==> src/rtl/adder_operand_stager_if.sv <==
// Operand/result handshake bundle between the stager, its producer/consumer
// and the external Brent-Kung adder.
interface adder_operand_stager_if #(
  parameter int W     = 12,
  parameter int DEPTH = 2
);
  localparam int OW = $clog2(DEPTH + 3);

  logic           in_valid;
  logic           in_ready;
  logic [W-1:0]   in_a;
  logic [W-1:0]   in_b;
  logic [2*W-1:0] add_in;
  logic [W:0]     add_sum;
  logic           out_valid;
  logic           out_ready;
  logic [W:0]     out_sum;
  logic [OW-1:0]  occupancy;
  logic           busy;

  modport slave (
    input  in_valid, in_a, in_b, add_sum, out_ready,
    output in_ready, add_in, out_valid, out_sum, occupancy, busy
  );

  modport master (
    output in_valid, in_a, in_b, add_sum, out_ready,
    input  in_ready, add_in, out_valid, out_sum, occupancy, busy
  );
endinterface

==> src/rtl/adder_operand_stager.sv <==
// Valid/ready front end for the 12-bit Brent-Kung adder: operand FIFO ->
// op register driving the interleaved adder bus -> registered sum.
module adder_operand_stager #(
  parameter int W     = 12,
  parameter int DEPTH = 2
) (
  input logic                   clk,
  input logic                   rst,
  adder_operand_stager_if.slave bus
);
  localparam int PW = $clog2(DEPTH);
  localparam int CW = $clog2(DEPTH + 1);
  localparam int OW = $clog2(DEPTH + 3);

  logic [W-1:0]  fifo_a_q [DEPTH];
  logic [W-1:0]  fifo_a_d [DEPTH];
  logic [W-1:0]  fifo_b_q [DEPTH];
  logic [W-1:0]  fifo_b_d [DEPTH];
  logic [PW-1:0] wr_ptr_q, wr_ptr_d;
  logic [PW-1:0] rd_ptr_q, rd_ptr_d;
  logic [CW-1:0] count_q, count_d;
  logic          op_valid_q, op_valid_d;
  logic [W-1:0]  op_a_q, op_a_d;
  logic [W-1:0]  op_b_q, op_b_d;
  logic          out_valid_q, out_valid_d;
  logic [W:0]    out_sum_q, out_sum_d;

  logic           in_ready, push, pop, res_adv, op_adv;
  logic [2*W-1:0] add_in;

  always_comb begin
    // Full FIFO blocks input even if it pops this cycle; keeps in_ready off out_ready.
    in_ready = (count_q < CW'(DEPTH));
    push     = bus.in_valid & in_ready;
    res_adv  = op_valid_q & (~out_valid_q | bus.out_ready);
    op_adv   = ~op_valid_q | res_adv;
    pop      = op_adv & (count_q != '0);

    fifo_a_d = fifo_a_q;
    fifo_b_d = fifo_b_q;
    wr_ptr_d = wr_ptr_q;
    rd_ptr_d = rd_ptr_q;
    if (push) begin
      fifo_a_d[wr_ptr_q] = bus.in_a;
      fifo_b_d[wr_ptr_q] = bus.in_b;
      wr_ptr_d           = wr_ptr_q + PW'(1);
    end
    if (pop) rd_ptr_d = rd_ptr_q + PW'(1);
    count_d = count_q + CW'(push) - CW'(pop);

    op_valid_d = op_valid_q;
    op_a_d     = op_a_q;
    op_b_d     = op_b_q;
    if (op_adv) begin
      op_valid_d = pop;
      if (pop) begin
        op_a_d = fifo_a_q[rd_ptr_q];
        op_b_d = fifo_b_q[rd_ptr_q];
      end
    end

    out_valid_d = out_valid_q;
    out_sum_d   = out_sum_q;
    if (res_adv) begin
      out_valid_d = 1'b1;
      out_sum_d   = bus.add_sum;
    end else if (bus.out_ready & out_valid_q) begin
      out_valid_d = 1'b0;
    end

    // Bus is forced to zero while the op stage is empty so the adder stays quiet.
    add_in = '0;
    for (int i = 0; i < W; i++) begin
      add_in[2*i]   = op_valid_q & op_a_q[i];
      add_in[2*i+1] = op_valid_q & op_b_q[i];
    end
  end

  always_ff @(posedge clk) begin
    if (rst) begin
      for (int i = 0; i < DEPTH; i++) begin
        fifo_a_q[i] <= '0;
        fifo_b_q[i] <= '0;
      end
      wr_ptr_q    <= '0;
      rd_ptr_q    <= '0;
      count_q     <= '0;
      op_valid_q  <= 1'b0;
      op_a_q      <= '0;
      op_b_q      <= '0;
      out_valid_q <= 1'b0;
      out_sum_q   <= '0;
    end else begin
      fifo_a_q    <= fifo_a_d;
      fifo_b_q    <= fifo_b_d;
      wr_ptr_q    <= wr_ptr_d;
      rd_ptr_q    <= rd_ptr_d;
      count_q     <= count_d;
      op_valid_q  <= op_valid_d;
      op_a_q      <= op_a_d;
      op_b_q      <= op_b_d;
      out_valid_q <= out_valid_d;
      out_sum_q   <= out_sum_d;
    end
  end

  assign bus.in_ready  = in_ready;
  assign bus.add_in    = add_in;
  assign bus.out_valid = out_valid_q;
  assign bus.out_sum   = out_sum_q;
  assign bus.occupancy = OW'(count_q) + OW'(op_valid_q) + OW'(out_valid_q);
  assign bus.busy      = (count_q != '0) | op_valid_q | out_valid_q;
endmodule
==> src/flat_wrapper.sv <==
// flat-port wrapper written by rule: the top's interface ports become plain ports
module adder_operand_stager_flat 
#(
  parameter int W     = 12,
  parameter int DEPTH = 2
)
  (clk, rst, bus_in_valid, bus_in_a, bus_in_b, bus_add_sum, bus_out_ready, bus_in_ready, bus_add_in, bus_out_valid, bus_out_sum, bus_occupancy, bus_busy);
  adder_operand_stager_if #(.W(W), .DEPTH(DEPTH)) bus_i ();
  input logic clk;
  input logic rst;
  input wire logic [$bits(bus_i.in_valid)-1:0] bus_in_valid;
  input wire logic [$bits(bus_i.in_a)-1:0] bus_in_a;
  input wire logic [$bits(bus_i.in_b)-1:0] bus_in_b;
  input wire logic [$bits(bus_i.add_sum)-1:0] bus_add_sum;
  input wire logic [$bits(bus_i.out_ready)-1:0] bus_out_ready;
  output wire logic [$bits(bus_i.in_ready)-1:0] bus_in_ready;
  output wire logic [$bits(bus_i.add_in)-1:0] bus_add_in;
  output wire logic [$bits(bus_i.out_valid)-1:0] bus_out_valid;
  output wire logic [$bits(bus_i.out_sum)-1:0] bus_out_sum;
  output wire logic [$bits(bus_i.occupancy)-1:0] bus_occupancy;
  output wire logic [$bits(bus_i.busy)-1:0] bus_busy;
  assign bus_i.in_valid = bus_in_valid;
  assign bus_i.in_a = bus_in_a;
  assign bus_i.in_b = bus_in_b;
  assign bus_i.add_sum = bus_add_sum;
  assign bus_i.out_ready = bus_out_ready;
  assign bus_in_ready = bus_i.in_ready;
  assign bus_add_in = bus_i.add_in;
  assign bus_out_valid = bus_i.out_valid;
  assign bus_out_sum = bus_i.out_sum;
  assign bus_occupancy = bus_i.occupancy;
  assign bus_busy = bus_i.busy;
  adder_operand_stager #(.W(W), .DEPTH(DEPTH)) u_core (.clk(clk), .rst(rst), .bus(bus_i));
endmodule
==> config.mk <==
export PLATFORM = sky130hd
export DESIGN_NAME = adder_operand_stager_flat
export DESIGN_NICKNAME = d
export VERILOG_FILES = /design/src/rtl/adder_operand_stager_if.sv /design/src/rtl/adder_operand_stager.sv /design/src/flat_wrapper.sv
export SDC_FILE = /design/constraint.sdc
export NUM_CORES = 1
export LEC_CHECK = 0
export BUFFER_PORTS_ARGS = -buffer_cell sky130_fd_sc_hd__buf_2
export CORE_ASPECT_RATIO = 1.5
export CORE_MARGIN = 4
export CORE_UTILIZATION = 49
export CTS_BUF_LIST = sky130_fd_sc_hd__clkbuf_16
export CTS_CLUSTER_DIAMETER = 200
export DETAILED_ROUTE_END_ITERATION = 16
export PLACE_DENSITY = 0.81
export SLEW_MARGIN = 40
export SYNTH_ARGS = -nofsm -noshare
export SYNTH_HDL_FRONTEND = slang
export SYNTH_SLANG_ARGS = --single-unit
==> constraint.sdc <==
create_clock -name clk -period 2.15 [get_ports clk]
set_input_delay 0.43 -clock clk [delete_from_list [all_inputs] [get_ports clk]]
set_output_delay 0.43 -clock clk [all_outputs]
set_load 0.02 [all_outputs]
Yosys cells after proc, flatten, opt, wreduce, memory -nomap -nowiden
Cells that the tools add are included.

Flip-flop bits (word level): 91. Output and inout bits: 43.

Add/subtract/negate cells: 6. $lt $le $gt $ge: 4. Muxes and demuxes: 12. Bitwise gates (word level): 36. Reduce and logical (&&, ||, !) cells: 4.

Operators by type and width (count): $mux W12 (7); $bwmux W24 (2); $and A1 B1 Y1 (28); $demux W12 S1 (1); $ge A2 B2 Y1 const B (2); $not A1 Y2 (2); $or A1 B1 Y1 (4); $reduce_bool A2 Y1 (2); $add A2 B1 Y3 (1); $add A3 B1 Y3 (1); $add A1 B1 Y1 const B (2); $add A2 B1 Y2 (1); $lt A2 B1 Y1 const B (1); $lt A2 B2 Y1 const B (1); $mux W1 (2); $not A1 Y1 (2); $reduce_and A2 Y1 (1); $sub A2 B1 Y2 (1); $logic_and A1 B1 Y1 (1).

Depth between registers and ports, before layout
Gate-level depths: netlist of the first run.

Depth in word-level cells: 6. Depth in mapped cells: 11.

Worst setup path after synthesis of the first run
Ideal clock, no wire load.

Kind: reg2reg. Start: reg u_core.out_valid_q (netlist: u_core.bus.out_valid). End: reg u_core.count_q[1]. Setup time: 128 ps. Arrival time: 1981 ps. Setup slack: 41 ps. Stages on the path, launching flop included: 11. Buffers on the path: 2. Period minus slack after synthesis: 2109 ps. Path through: dfxtp_1 > nand3b_1 > and2_4 > buf_6 > buf_6 > ha_1 > inv_1 > ha_1 > xnor2_1 > xnor2_1 > nor2_1.

Word-level cells in the longest chain between the ends: 6.

Ends and longest elaborated chain: from (decl) (RTL line adder_operand_stager.sv:25) `logic out_valid_q, out_valid_d;`; from (signal assigned) (RTL line adder_operand_stager.sv:102) `out_valid_q <= out_valid_d;`; $not A1 Y1 (RTL line adder_operand_stager.sv:35) `res_adv = op_valid_q & (~out_valid_q | bus.out_ready);`; $or A1 B1 Y1 (RTL line adder_operand_stager.sv:35); $and A1 B1 Y1 (RTL line adder_operand_stager.sv:35); $or A1 B1 Y1 (RTL line adder_operand_stager.sv:36) `op_adv = ~op_valid_q | res_adv;`; $and A1 B1 Y1 (RTL line adder_operand_stager.sv:37) `pop = op_adv & (count_q != '0);`; net u_core.pop (RTL line adder_operand_stager.sv:28) `logic in_ready, push, pop, res_adv, op_adv;`; $sub A2 B1 Y2 (RTL line adder_operand_stager.sv:49) `count_d = count_q + CW'(push) - CW'(pop);`; to (signal assigned) (RTL line adder_operand_stager.sv:98) `count_q <= count_d;`; to (decl) (RTL line adder_operand_stager.sv:21) `logic [CW-1:0] count_q, count_d;`.

The timed path passes the listed nets, and every way through them passes these cells. A chain may end at the register's enable or synchronous reset.

Final worst setup path of the first run
Start: reg u_core.out_valid_q (netlist: u_core.bus.out_valid). End: out bus_occupancy[1].

Word-level cells in the longest chain between the ends: 1.

Ends and longest elaborated chain: $add A3 B1 Y3 (RTL line adder_operand_stager.sv:111) `assign bus.occupancy = OW'(count_q) + OW'(op_valid_q) + OW'(out_valid_q);`; to (decl) (RTL line flat_wrapper.sv:20) `output wire logic [$bits(bus_i.occupancy)-1:0] bus_occupancy;`.

Every way passes these cells.

==> results of run 1 <==
## placed cells by master, fill, tap and decap left out, types with 3 or more instances in the layout
cell type	n
inv_1	10
nor2b_1	4
a211oi_1	5
a21oi_1	86
o21ai_0	13
buf_4	13
dfxtp_1	90
and2_1	24
ha_1	3
a211oi_2	19
buf_2	82
mux2i_1	24
xnor2_1	3
nor2_1	3
nand2_1	96
clkbuf_16	9
nand3_1	13
## cell type report
class                           count  area (um2)
Tap cell                          102         128
Multi-Input combinational cell    305        1800
Clock inverter                      7        28.8
Sequential cell                    91        1820
Inverter                            7        26.3
Fill cell                         656        3030
Timing Repair Buffer               97         548
Clock buffer                        9         225
## how the worst min path moves through the flow
stage,endpoint,slack [ps],from
after floorplan,u_core.fifo_a_q[12],440,u_core.fifo_a_q[12]
after detailed placement,u_core.fifo_a_q[11],450,u_core.fifo_a_q[11]
final,u_core.fifo_b_q[18],340,bus_in_b[6]
after global routing,u_core.fifo_b_q[19],350,bus_in_b[7]
after CTS,u_core.fifo_b_q[13],330,bus_in_b[1]
after global placement,u_core.fifo_b_q[21],440,u_core.fifo_b_q[21]
## sequential cells by signal, summed over array words and instances, names as in the netlist
name	flops
u_core.op_b_q	12
u_core.fifo_b_q	24
u_core.op_valid_q	1
u_core.bus.out_sum	13
u_core.wr_ptr_q	1
u_core.fifo_a_q	24
u_core.bus.out_valid	1
u_core.count_q	2
u_core.rd_ptr_q	1
u_core.op_a_q	12
## cells in the mapped netlist (2+ instances only)
master	instances
ha_1	3
clkbuf_1	25
and2_1	24
nor2_1	3
nand3b_1	2
xnor2_1	3
buf_2	9
o21ai_0	13
nand2_1	96
buf_6	3
a211oi_1	5
dfxtp_1	91
nand3_1	13
a21oi_1	86
nor2b_1	4
mux2i_1	24
a211oi_2	19
inv_1	7
## kinds of logic (layout without fill, tap and decap cells)
logic type,Yosys count,in the layout,share of synthesized area [%]
adder cells (fa/ha/maj),4,4,1.51
flip-flops,91,91,47.7
multiplexers,25,25,6.58
AO/OA/AOI/OAI,124,124,20.3
AND/OR/NAND/NOR,149,149,17.9
buffers and inverters,45,120,5.30
XOR/XNOR,3,3,0.688
## worst max-delay path, delay by kind of cell (launching register included)
family | cells | cell delay [ps]
fa+ha+maj | 2 | 620
buf+inv | 3 | 290
flops | 1 | 360
## metrics by stage
| step | instances | total power [mW] |
|---|---|---|
| after global routing | 618 | 6.03 |
| after floorplan | 441 | 3.84 |
| final | 618 | 5.68 |
| after global placement | 602 | 4.30 |
| after CTS | 618 | 5.72 |
| after detailed placement | 602 | 4.37 |
## where the power goes
group | leakage (nW) | internal [mW] | switching [mW] | total (mW)
combinational | 0.980 | 0.835 | 1.24 | 2.08
sequential | 0.745 | 2.05 | 0.209 | 2.26
clock | 0.138 | 0.757 | 0.590 | 1.35
## metal layers
metal	GRT usage, %	up-vias	wire (um)	share of wire (%)
li1	-	1631	-	-
met1	23.7	1526	3770	42
met2	33.2	88	4360	49
met3	2.08	22	434	4.9
met4	13.2	0	350	3.9
met5	0	-	0	0
==> impl_metrics.tcl, run 1 <==
set metrics [dict create \
    grt_usage_pct 19.8 \
    dieArea_um2 9300 \
    n_antenna_cell 0 \
    cp-start-kind "register" \
    cts_buffers 9 \
    clock_skew_ps 3.36 \
    ys_seq_elements 91 \
    drc 0 \
    path_max_fanout 6 \
    synth_edf_count 0 \
    slowest_delay_ps 410 \
    place_area_um2 4330 \
    clkTransAtPathRegs_ps 60 \
    htreeDepth 3 \
    path_cells "inv_1, fa_1, inv_1, ha_1, buf_2" \
    grt_overflow_total 0 \
    cp_common_cell "inv_1" \
    cp_slowest_cell "fa_1" \
    die_y_um 116 \
    layout_setup_ws_ps 118 \
    slew_headroom_pct 52.9 \
    ys_async_sr_fraction_pct 0 \
    yosys_most_used_dff "dfxtp_1" \
    worstPathRequired_ps 1720 \
    post_cts.repair.setup_buffers 0 \
    leakage_nw 1.86 \
    dp_hpwl_mm 5.93 \
    yosysTopAreaCell "dfxtp_1" \
    timing.fmax_mhz 492 \
    cts_hold_buf 0 \
    io_pins 84 \
    core-area_um2 7610 \
    endpoint "bus_occupancy[1]" \
    root_buffer "clkbuf_16" \
    clock_path_buffers 2 \
    synthTopCellsByArea "dfxtp_1 48%, a21oi_1 11%, nand2_1 9.4%, mux2i_1 6.3%, a211oi_2 6.2%" \
    grt_pass1_wl_mm 14.4 \
    viasPerCell 5.29 \
    start_util_pct 50.2 \
    synth_area_per_cell_um2 8.66 \
    r2r-end "u_core.count_q[1]" \
    min_period_over_period_pct 94.5 \
    drive_above_1_share_pct 25.4 \
    synth_cell_type_count 29 \
    status "finished clean" \
    fin_crit_ps 2030 \
    antenna_found_initial 0 \
    cp.arrival_ps 1600 \
    worstSkewPairLatency_ps 330 \
    crit_path_start "u_core.bus.out_valid" \
    syn-num-nets 486 \
    vdd_ir_drop_max_mv 0.570 \
    grt_pass1_vias 3095 \
    totalWireLength_mm 8.91 \
    seq_area_frac_synth_pct 47.7 \
    syn_area_um2 3820 \
    tightest_slew_ps 704 \
    hold_violations 0 \
    drt_iter0_drc 267 \
    setup_tns_ps 0 \
    cts.sinks 91 \
    yosysWarningCount 0 \
    syn_to_final_growth_pct 19.9 \
    detail-route-antenna-nets 0 \
    cts_tree "yes" \
    setup_violations 0 \
    syn_inst 441 \
    fp-row-count 39 \
    powerDensity_nw_per_um2 1240 \
    grt_max_degree 43 \
    route.vias.total 3267 \
    end_kind "output pin" \
    crit_type "register to output pin" \
    synth_top_area_share_pct 47.7 \
    drv_cap 0 \
    die_x_um 80.1 \
    rr_startpoint "u_core.count_q[1]" \
    place_worst_setup_slack_ps 290 \
    layout.nets 556 \
    r2r_slack_ps 320 \
    grt_setup_unrepaired "no" \
    cts.repair.resized 0 \
    routabilityCongestion 0.760 \
    numPortBuffers 83 \
    slew_viol_final 0 \
    hold_path.class "primary input to register" \
    final_util_pct 60.2 \
    rr_worst_depth 8 \
    holdWs_ps 339 \
    wl_per_cell_um 14.4 \
    first_pass_iters 5 \
    design_area_um2 4580 \
    hold_depth 3 \
]
Note: power is estimated with default switching activity, not from simulation.
==> inputs of run 2 (changes only) <==
--- a/config.mk
+++ b/config.mk
@@ -5,6 +5,7 @@
 export SDC_FILE = /design/constraint.sdc
 export NUM_CORES = 1
 export LEC_CHECK = 0
+export ABC_AREA = 1
 export BUFFER_PORTS_ARGS = -buffer_cell sky130_fd_sc_hd__buf_2
 export CORE_ASPECT_RATIO = 1.5
 export CORE_MARGIN = 4
==> run 2 against run 1 <==
Clock power rose by 22%. Critical path depth did not move. Clock skew rose by 4.1 ps. Critical endpoint unchanged. Setup slack got worse by 19 ps. Fmax fell by 0.95%. Register-to-register slack improved by 80 ps. Non-clock buffer count fell by 3. Via count rose by 12%. Critical path type unchanged.
==> impl_metrics.tcl, run 2 <==
set metrics [dict create \
    first_pass_iters 4 \
    numPortBuffers 83 \
    timing.fmax_mhz 487 \
    fp-row-count 40 \
    seqPwrFrac_pct 37.8 \
    multiInputGateArea_um2 1660 \
    layout.nets 706 \
    wl_per_cell_um 11.7 \
    grt_max_degree 53 \
    p_clk_share_pct 27.5 \
    route.met2.wl_mm 4.50 \
    status "finished clean" \
    final_util_pct 59.4 \
    dp_hpwl_mm 6.14 \
    synth_edf_count 0 \
    drv_cap 0 \
    io_pins 84 \
    grt_setup_unrepaired "no" \
    path_cells "inv_1, fa_1, inv_1, ha_1, buf_2" \
    power_mw 5.99 \
    grt_usage_pct 18.8 \
    grt_pass1_wl_mm 14.6 \
    yosysTopAreaCell "dfxtp_1" \
    n_antenna_cell 0 \
    yosys_most_used_dff "dfxtp_1" \
    syn-num-nets 640 \
    cts_hold_buf 0 \
    drc 0 \
    wl_met1_mm 3.89 \
    routabilityCongestion 0.824 \
    switchingPower_mw 2.24 \
    seq_area_frac_synth_pct 45.3 \
    die_x_um 82.0 \
    setup_tns_ps 0 \
    cp_slowest_cell "fa_1" \
    ys_seq_elements 91 \
    synth_common_cells "150 x nand2_1, 91 x dfxtp_1, 84 x inv_1, 77 x nor2_1, 53 x a21oi_1" \
    syn_inst 595 \
    fin_crit_ps 2050 \
    synth_cell_type_count 19 \
    final_cell_mix "150 x nand2_1, 91 x dfxtp_1, 85 x inv_1, 83 x buf_2, 77 x nor2_1" \
    p_int_mw 3.75 \
    mostFrequentLayoutCell "nand2_1" \
    vdd_ir_drop_max_mv 0.658 \
    cp-start-kind "register" \
    met3_length_um 476 \
    clock_path_buffers 2 \
    end_kind "output pin" \
    worstSkewPairLatency_ps 340 \
    cp.arrival_ps 1620 \
    detail-route-antenna-nets 0 \
    route.vias.total 3673 \
    htreeDepth 3 \
    crit_type "register to output pin" \
    syn_to_final_growth_pct 18.2 \
    post-place-cells 755 \
    switching_share_pct 37.4 \
    yosysMostFrequentCell "nand2_1" \
    post_cts.repair.setup_buffers 0 \
    cts.sinks 91 \
    root_buffer "clkbuf_16" \
    core-area_um2 8010 \
    cts.repair.resized 0 \
    cts_buffers 9 \
    antenna_found_initial 0 \
    layoutNonFillerInstCount 771 \
    setup_violations 0 \
    clock_skew_ps 7.49 \
    syn_area_um2 4020 \
    totalWireLength_mm 9.03 \
    start_util_pct 50.2 \
    dr.max_layer_used "met4" \
    seqCellArea_um2 1820 \
    viasPerCell 4.76 \
    synth_area_per_cell_um2 6.76 \
    clkTransAtPathRegs_ps 60 \
    slowest_delay_ps 410 \
    yosysWarningCount 0 \
    hold_violations 0 \
    min_period_over_period_pct 95.4 \
    grt_pass1_vias 3372 \
    grt_overflow_total 0 \
    leakage_nw 2.33 \
    tightest_slew_ps 532 \
    hold_path.class "primary input to register" \
    cts_tree "yes" \
    path_max_fanout 4 \
    powerDensity_nw_per_um2 1260 \
    die_y_um 119 \
    worstPathRequired_ps 1720 \
    slew_viol_final 0 \
    fill_cells 769 \
    ys_async_sr_fraction_pct 0 \
    synthTopCellsByArea "dfxtp_1 45%, nand2_1 14%, inv_1 7.8%, nor2_1 7.2%, a21oi_1 6.6%" \
    drive_above_1_share_pct 17.4 \
    slew_headroom_pct 64.4 \
    dieArea_um2 9760 \
    cp_common_cell "inv_1" \
    drt_iter0_drc 239 \
    synth_top_area_share_pct 45.3 \
    combPwrFrac_pct 34.7 \
]
run 2: cell count changes in the layout (fill, tap and decap cells not counted), moves of 19 or more:
cell | previous run | this run
a211oi_2 | 19 | 0
a21oi_1 | 86 | 53
and2_1 | 24 | 0
inv_1 | 10 | 85
mux2i_1 | 24 | 0
nand2_1 | 96 | 150
nand3_1 | 13 | 51
nor2_1 | 3 | 77
o21ai_0 | 13 | 38
run 2: logic make-up (layout without fill, tap and decap cells):
logic type	count (synthesis)	count (layout)	share of synthesized area, %
AND/OR/NAND/NOR	284	284	28.6
buffers and inverters	125	196	13.4
AO/OA/AOI/OAI	91	91	11.3
flip-flops	91	91	45.3
adder cells (fa/ha/maj)	4	4	1.43
run 2: power groups by stage:
| stage | logic, mW | clock network [mW] | registers [mW] |
|---|---|---|---|
| 6_report | 2.08 | 1.65 | 2.26 |
| 5_1_grt | 2.38 | 1.76 | 2.30 |
| 4_1_cts | 2.10 | 1.68 | 2.26 |
| 3_5_place_dp | 2.08 | 0 | 2.30 |
| 3_3_place_gp | 2.02 | 0 | 2.28 |
| 2_1_floorplan | 1.61 | 0 | 2.34 |
run 2: metrics by stage:
step / hold WS (ps) / cell area [um2] / setup slack, ps
after detailed placement: 454 / 4440 / 193
after global routing: 365 / 4760 / 13.3
after floorplan: 439 / 4020 / 141
after global placement: 448 / 4440 / 256
after CTS: 343 / 4760 / 72.9
final: 348 / 4760 / 98.1
run 2: critical path, delay by kind of cell, from the launching register on:
family                     cells  cell delay, ps
adders and majority gates      2             620
DFF                            1             360
buffers and inverters          3             300
run 2: routing by layer:
metal	global-route usage, %	vias up
met5	0	-
met4	8.63	0
met3	3.78	10
met2	31.8	89
met1	22.2	1622
li1	-	1952
run 2: final cells by class:
type,count,area share (%)
sequential,91,38.3
inverter,86,6.79
tap,105,2.76
timing repair buffer,94,10.5
multi-input combinational,379,35.0
clock inverter,7,1.97
clock buffer,9,4.74
run 2: path summary, 6_finish.rpt:
check	startpoint	end	slack, ps	cells past startpoint
setup / recovery	u_core.bus.out_valid	bus_occupancy[1]	100	5
hold / removal	bus_add_sum[8]	u_core.bus.out_sum[8]	350	3
setup reg to reg	u_core.count_q[1]	u_core.count_q[1]	400	10
hold reg to reg	u_core.fifo_a_q[3]	u_core.fifo_a_q[3]	460	2
==> inputs of run 3 (changes only) <==
--- a/config.mk
+++ b/config.mk
@@ -7,6 +7,7 @@
 export LEC_CHECK = 0
 export ABC_AREA = 1
 export BUFFER_PORTS_ARGS = -buffer_cell sky130_fd_sc_hd__buf_2
+export CAP_MARGIN = 0
 export CORE_ASPECT_RATIO = 1.5
 export CORE_MARGIN = 4
 export CORE_UTILIZATION = 49
@@ -14,6 +15,7 @@
 export CTS_CLUSTER_DIAMETER = 200
 export DETAILED_ROUTE_END_ITERATION = 16
 export PLACE_DENSITY = 0.81
+export SETUP_SLACK_MARGIN = 0.4
 export SLEW_MARGIN = 40
 export SYNTH_ARGS = -nofsm -noshare
 export SYNTH_HDL_FRONTEND = slang
==> run 3 against run 2 <==
Die area did not move. First-iteration DRC count grew 6.3%. Count of clock-buffer cells in the layout stayed put. Sequential power hardly changed. Critical path type unchanged.
==> impl_metrics.tcl, run 3 (synthesis gave the netlist of run 2 again) <==
set metrics [dict create \
    min_period_over_period_pct 89.4 \
    cp-start-kind "register" \
    clock_skew_ps 4.82 \
    fp-row-count 40 \
    mostFrequentLayoutCell "nand2_1" \
    holdWs_ps 359 \
    cp_slowest_cell "fa_2" \
    timing.fmax_mhz 520 \
    tightest_slew_ps 529 \
    antenna_found_initial 0 \
    first_pass_iters 4 \
    grt_usage_pct 19.7 \
    io_pins 84 \
    slowest_delay_ps 370 \
    n_antenna_cell 0 \
    power_mw 6.09 \
    wl_per_cell_um 11.9 \
    start_util_pct 50.2 \
    status "finished clean" \
    syn_to_final_growth_pct 21.3 \
    numPortBuffers 83 \
    grt_overflow_total 0 \
    drv_cap 0 \
    cts.sinks 91 \
    hold_violations 0 \
    layoutNonFillerInstCount 774 \
    worstPathRequired_ps 1720 \
    grt_setup_unrepaired "yes" \
    post-place-cells 755 \
    core-area_um2 8010 \
    setup_tns_ps 0 \
    route.vias.total 3747 \
    crit_type "register to output pin" \
    cts_buffers 9 \
    end_kind "output pin" \
    vdd_ir_drop_max_mv 0.551 \
    slew_headroom_pct 64.7 \
    leakage_nw 2.34 \
    path_delay_family "adder cells" \
    drt_iter0_drc 254 \
    grt_max_degree 53 \
    dieArea_um2 9760 \
    drive_above_1_share_pct 19.9 \
    dp_hpwl_mm 6.10 \
    slew_viol_final 0 \
    grt_pass1_vias 3522 \
    grt_pass1_wl_mm 15.3 \
    path_buf_inv 3 \
    drc 0 \
    cp.arrival_ps 1490 \
    routabilityCongestion 0.813 \
    die_x_um 82.0 \
    fin_crit_ps 1920 \
    worstSkewPairLatency_ps 330 \
    final_cell_mix "150 x nand2_1, 88 x dfxtp_1, 78 x inv_1, 78 x buf_2, 77 x nor2_1" \
    hold_path.class "primary input to register" \
    cts_tree "yes" \
    totalWireLength_mm 9.23 \
    viasPerCell 4.84 \
    clock_path_buffers 2 \
    clkTransAtPathRegs_ps 60 \
    path_max_fanout 2 \
    die_y_um 119 \
    setup_violations 0 \
    path_cells "inv_4, fa_2, inv_2, ha_4, buf_6" \
    powerDensity_nw_per_um2 1250 \
    root_buffer "clkbuf_16" \
    layout.nets 710 \
    htreeDepth 3 \
    detail-route-antenna-nets 0 \
]
-- run 3: layout make-up --
class	instances	area, um2
Multi-Input combinational cell	379	1730
Clock buffer	9	225
Clock inverter	6	50.0
Timing Repair Buffer	98	581
Fill cell	765	3130
Inverter	86	338
Sequential cell	91	1830
Tap cell	105	131
-- run 3: path summary, 6_finish.rpt --
kind | startpoint | end | slack [ps] | depth (start not counted)
setup / recovery | u_core.bus.out_valid | bus_occupancy[1] | 230 | 5
hold reg to reg | u_core.fifo_b_q[14] | u_core.fifo_b_q[14] | 460 | 2
hold / removal | bus_add_sum[12] | u_core.bus.out_sum[12] | 360 | 3
setup reg to reg | u_core.op_valid_q | u_core.count_q[1] | 490 | 11
-- run 3: repair_timing --
item                                    CTS  global route
hold endpoints to repair                  0             0
buffers inserted                          3             1
hold buffers                              0             0
endpoints found under the setup margin   12            13
pin swaps                                 2             3
gates resized for setup                  19             5
-- run 3: routing by layer --
metal  vias up  global-route usage (%)  share of wire (%)
met5         -                       0                  0
met4         0                    10.5                2.6
met3        15                    3.40                5.8
met2       114                    31.4                 48
met1      1656                    24.7                 44
li1       1962                       -                  -
-- run 3: worst min-delay path: stages --
cell and delay [ps]:
buf_2 80, o21ai_0 70, nor2_1 80
-- run 3: report_power, final --
group | internal, mW | switching (mW) | total [mW]
clock | 0.875 | 0.597 | 1.47
combinational | 0.839 | 1.49 | 2.33
sequential | 2.07 | 0.210 | 2.28
-- run 3: stage by stage --
step / worst slack, ps / area, um2 / util [%]
2_1_floorplan: 403 / 4090 / -
6_report: 227 / 4880 / 61.0
3_5_place_dp: 353 / 4510 / 56.3
3_3_place_gp: 390 / 4510 / 56.3
5_1_grt: 194 / 4880 / 61.0
4_1_cts: 221 / 4860 / 60.7
